File: src/rtl/msg_pkg.sv
// Shared definitions for the UART message assembler and disassembler:
// controller state encoding and default parameter values.
package msg_pkg;

  localparam int DEF_WORD_SIZE        = 8;
  localparam int DEF_WORDS_PER_PACKET = 4;
  localparam int DEF_TIMEOUT_CYCLES   = 1000;

  typedef enum logic [1:0] {
    SM_RX   = 2'd0,
    SM_WAIT = 2'd1,
    SM_WR   = 2'd2
  } sm_e;

endpackage

File: src/rtl/msg_asm_gap_timer.sv
// Counts consecutive idle cycles inside a partial message and flags the
// cycle in which that count reaches TIMEOUT_CYCLES (0 disables it).
module gap_timer
  import msg_pkg::*;
#(
  parameter int TIMEOUT_CYCLES = DEF_TIMEOUT_CYCLES
) (
  input  logic clk,
  input  logic reset,
  input  logic clear,
  input  logic enable,
  output logic expired
);

  localparam int CNT_W = (TIMEOUT_CYCLES > 0) ? $clog2(TIMEOUT_CYCLES + 1) : 1;
  localparam logic [CNT_W-1:0] LIMIT = CNT_W'(TIMEOUT_CYCLES);
  localparam logic [CNT_W-1:0] LAST  = CNT_W'((TIMEOUT_CYCLES > 0) ? TIMEOUT_CYCLES - 1 : 0);

  logic [CNT_W-1:0] cnt_q, cnt_d;

  always_comb begin
    cnt_d = cnt_q;
    if (clear) begin
      cnt_d = '0;
    end else if (enable && (cnt_q != LIMIT)) begin
      cnt_d = cnt_q + CNT_W'(1);
    end
  end

  always_ff @(posedge clk or posedge reset) begin
    if (reset) begin
      cnt_q <= '0;
    end else begin
      cnt_q <= cnt_d;
    end
  end

  // The idle cycle that brings the count up to the limit is the expiring one.
  assign expired = (TIMEOUT_CYCLES != 0) && enable && !clear && (cnt_q == LAST);

endmodule

File: src/rtl/msg_asm.sv
// Assembles WORDS_PER_PACKET UART words (first word in the LSB slot) into one
// message and writes it to a FIFO, with overrun and inter-word timeout pulses.
module msg_asm
  import msg_pkg::*;
#(
  parameter int WORD_SIZE        = DEF_WORD_SIZE,
  parameter int WORDS_PER_PACKET = DEF_WORDS_PER_PACKET,
  parameter int TIMEOUT_CYCLES   = DEF_TIMEOUT_CYCLES
) (
  input  logic                                  clk,
  input  logic                                  reset,
  input  logic [WORD_SIZE-1:0]                  data_in,
  input  logic                                  data_in_valid,
  input  logic                                  fifo_ready,
  output logic [WORD_SIZE*WORDS_PER_PACKET-1:0] data_out,
  output logic                                  data_out_req,
  output logic                                  overrun,
  output logic                                  timeout
);

  localparam int CTR_W = $clog2(WORDS_PER_PACKET + 1);
  localparam int MSG_W = WORD_SIZE * WORDS_PER_PACKET;
  localparam logic [CTR_W-1:0] LAST_SLOT = CTR_W'(WORDS_PER_PACKET - 1);

  sm_e              state_q, state_d;
  logic [CTR_W-1:0] ctr_q, ctr_d;
  logic [MSG_W-1:0] data_q, data_d;
  logic             overrun_q, overrun_d;
  logic             timeout_q, timeout_d;

  logic gap_en, gap_clr, gap_exp;

  // Gap counting only runs while a partial message is waiting for its next word.
  assign gap_en  = (state_q == SM_RX) && (ctr_q != '0) && !data_in_valid;
  assign gap_clr = !gap_en;

  gap_timer #(
    .TIMEOUT_CYCLES(TIMEOUT_CYCLES)
  ) u_gap_timer (
    .clk    (clk),
    .reset  (reset),
    .clear  (gap_clr),
    .enable (gap_en),
    .expired(gap_exp)
  );

  always_comb begin
    state_d   = state_q;
    ctr_d     = ctr_q;
    data_d    = data_q;
    overrun_d = 1'b0;
    timeout_d = 1'b0;
    unique case (state_q)
      SM_RX: begin
        if (data_in_valid) begin
          for (int s = 0; s < WORDS_PER_PACKET; s++) begin
            if (ctr_q == CTR_W'(s)) begin
              data_d[s*WORD_SIZE +: WORD_SIZE] = data_in;
            end
          end
          ctr_d = ctr_q + CTR_W'(1);
          if (ctr_q == LAST_SLOT) begin
            state_d = SM_WAIT;
          end
        end else if (gap_exp) begin
          ctr_d     = '0;
          timeout_d = 1'b1;
        end
      end
      SM_WAIT: begin
        overrun_d = data_in_valid;
        if (fifo_ready) begin
          state_d = SM_WR;
        end
      end
      SM_WR: begin
        overrun_d = data_in_valid;
        state_d   = SM_RX;
        ctr_d     = '0;
      end
      default: begin
        state_d = SM_RX;
        ctr_d   = '0;
      end
    endcase
  end

  always_ff @(posedge clk or posedge reset) begin
    if (reset) begin
      state_q   <= SM_RX;
      ctr_q     <= '0;
      data_q    <= '0;
      overrun_q <= 1'b0;
      timeout_q <= 1'b0;
    end else begin
      state_q   <= state_d;
      ctr_q     <= ctr_d;
      data_q    <= data_d;
      overrun_q <= overrun_d;
      timeout_q <= timeout_d;
    end
  end

  assign data_out     = data_q;
  assign data_out_req = (state_q == SM_WR);
  assign overrun      = overrun_q;
  assign timeout      = timeout_q;

endmodule
File: config.mk
export PLATFORM = sky130hd
export DESIGN_NAME = msg_asm
export DESIGN_NICKNAME = d
export VERILOG_FILES = /design/src/rtl/msg_pkg.sv /design/src/rtl/msg_asm_gap_timer.sv /design/src/rtl/msg_asm.sv
export SDC_FILE = /design/constraint.sdc
export NUM_CORES = 1
export LEC_CHECK = 0
export ABC_CLOCK_PERIOD_IN_PS = 2400
export BUFFER_PORTS_ARGS = -buffer_cell sky130_fd_sc_hd__buf_4
export CORE_AREA = 3 3 73 75
export DETAILED_ROUTE_END_ITERATION = 10
export DIE_AREA = 0 0 76 78
export GPL_ROUTABILITY_DRIVEN = 0
export PLACE_DENSITY = 0.81
export SYNTH_ARGS = -nofsm -noshare
export SYNTH_HDL_FRONTEND = slang
export SYNTH_HIERARCHICAL = 1
export SYNTH_SLANG_ARGS = --single-unit
File: constraint.sdc
create_clock -name clk -period 2.4 [get_ports clk]
set_input_delay 0.24 -clock clk [delete_from_list [all_inputs] [get_ports clk]]
set_output_delay 0.24 -clock clk [all_outputs]
set_load 0.005 [all_outputs]
==> flow_summary.toml <==
[logic_synthesis]
synth_cell_types = 38
synth_edf_count = 0
synth_top_area_share_pct = 52.74
synthesis.area_sq_mm = 0.002325
yosysSeqAreaShare_pct = 52.74
synth_top_area_cell = "dfrtp_1"
synthArstFlopShare_pct = 100.0
yosys_most_used_dff = "dfrtp_1"
synth_area_leaders = "dfrtp_1 53%, mux2_2 17%, ha_1 6.5%, nand4_4 2.7%, inv_1 1.5%"
synthCells = 179
synth-seq-cells = 49
syn-num-nets = 203
synth_warnings = 6
syn_avg_cell_area_sq_um = 12.99

[global_routing]
grt_max_degree = 40
grt_busiest_layer = "met2"
antenna_found_initial = 0
grtUsageMet2_pct = 29.34
grt_pass1_wl_mm = 7.941
grt_overflow = 0
grt_use_met1_pct = 21.28
grt_pass1_vias = 1611
use_met3_pct = 4.060
grt_use_total_pct = 17.12

[clock_tree]
clockBufferDepth = 2
cts_tree = "yes"
numCtsBuffers = 5
cts_max_level = 2
root_buffer = "clkbuf_8"
path_clk_slew_ns = 0.09
clock_sinks = 49
clk_latency_ns = 0.30

[drt]
drc_errors = 0
dr.pass1.iters = 4
routed_wl_mm = 4.675
final_antenna_net_count = 0
vias_per_cell = 5.202
wl_per_cell_um = 15.48
first_iter_violations = 141
num_vias = 1571

[die]
die_width_um = 76
coreArea_sq_mm = 0.004723
die_area_sq_mm = 0.005928
initial_core_util_pct = 49.22
num_io_pins = 47
floorplan.rows = 25
die_h_um = 78

[sta]
fin_skew_ns = 0.006025
slew_violations = 0
rsz0062_at_grt = "no"
tns_ns = 0
whs_ns = 0.1912
setup_viol = 0
fin_crit_sh_pct = 95.00
max_freq_ghz = 0.4386
worst-slew-pin-transition_ns = 0.4945
hold_viol_final = 0
period_needed_ns = 2.280
max_slew_margin_pct = 67.04

[setup_path]
cp_max_fo = 5
crit_path_end_kind = "flop"
critPathKind = "reg -> reg"
crit_required_ns = 2.59
arrival_ns = 2.47
start_kind = "flop"
reg2reg_depth = 8

[power]
power_density_mw_per_mm2 = 1002
power_uw = 2926
ir_drop_mv = 0.3655
leakage_uw = 0.001376

[cells_and_area]
areaGrowthSynthToFinish_pct = 25.67
final_area_sq_mm = 0.002922
fin_util_pct = 61.85
final_nets = 258
diodes = 0
layout_commonest_cell = "buf_4"
mostFrequentLayoutCells = "50 x buf_4, 49 x dfrtp_1, 35 x mux2_2"
drive_gt1_share_pct = 45.96

[min_path]
hold_depth = 2
hp-class = "in -> reg"

[run_status]
status = "finished clean"

[place]
port_buffers = 46
dp_hpwl_mm = 3.340
placed_cell_area_sq_mm = 0.002749

[run]
max_cap_violations = 0
==> final timing paths <==
| check | startpoint | end | slack, ns |
|---|---|---|---|
| setup / recovery | ctr_q[0]$_DFFE_PP0P_ | u_gap_timer/cnt_q[8]$_DFFE_PP0P_ | 0.12 |
| hold / removal | data_in[0] | data_out[16]$_DFFE_PP0P_ | 0.19 |
| setup reg to reg | ctr_q[0]$_DFFE_PP0P_ | u_gap_timer/cnt_q[8]$_DFFE_PP0P_ | 0.12 |
| hold reg to reg | data_out[0]$_DFFE_PP0P_ | data_out[0]$_DFFE_PP0P_ | 0.51 |
| max in group asynchronous | reset | data_out[0]$_DFFE_PP0P_ | 1.44 |
| min in group asynchronous | reset | u_gap_timer/cnt_q[3]$_DFFE_PP0P_ | 0.48 |
==> logic make-up after synthesis <==
| kind of cell | after synthesis | share of synthesized area [%] |
|---|---|---|
| AOI/OAI and AO/OA | 18 | 4.898 |
| xor gates and xnor gates | 2 | 0.7536 |
| adders and majority gates | 12 | 6.458 |
| buffers and inverters | 14 | 3.121 |
| DFF | 49 | 52.75 |
| muxes | 35 | 16.95 |
| and+or+nand+nor | 49 | 15.07 |
==> stage by stage <==
step / setup WS, ns / instances
after floorplan: 0.1321 / 179
after global placement: 0.2251 / 292
after detailed placement: 0.1472 / 292
after CTS: 0.001262 / 301
after global routing: 0.01896 / 302
final: 0.1200 / 302
==> sequential cells by signal, indices dropped and copies added, names as in the netlist <==
register           count
ctr_q                  3
overrun                1
data_out              32
timeout                1
state_q                2
u_gap_timer/cnt_q     10
==> metal layers <==
metal  routed length, um  part of all wire [%]  vias up
met5                   0                     0        -
met4                  49                   1.0        0
met3                 151                   3.2        4
met2                2549                    55       41
met1                1925                    41      774
li1                    -                     -      752
==> cells in the mapped netlist (all sizes together) (2+ instances only) <==
library cell and n:
a21oi 6, and3b 2, buf 3, dfrtp 49
ha 12, inv 10, mux2 35, nand2 8
nand2b 3, nand3 3, nand3b 3, nand4 5
nor2 5, nor2b 4, nor3b 2, nor4 3
o21ai 4, o31ai 3, or3 4, or4 3
xor2 2
==> timing repair <==
item                                    CTS  global route
endpoints found under the hold margin    10             0
hold buffers                              1             0
setup buffers                             0             1
endpoints found under the setup margin    0             6
resized for setup                         0             9
==> worst max-delay path: stages, from the launching register on <==
cell	delay, ns
dfrtp_1	0.39
inv_1	0.09
ha_1	0.20
nor2b_2	0.16
or3b_1	0.40
inv_2	0.13
nand2_1	0.15
nor4_4	0.27
mux2_2	0.37
==> final cells by class <==
class / count / area [sq um]
multi-input combinational: 116 / 1066
fill: 365 / 1802
sequential: 49 / 1226
timing repair buffer: 52 / 396.6
tap: 67 / 83.83
inverter: 10 / 37.54
clock buffer: 6 / 72.57
clock inverter: 2 / 38.79
==> report_power, final <==
| part | internal (uW) | switching, uW |
|---|---|---|
| sequential | 1090 | 146 |
| clock | 313 | 267 |
| combinational | 656 | 450 |
No activity file was read; power rests on OpenSTA's default activity.
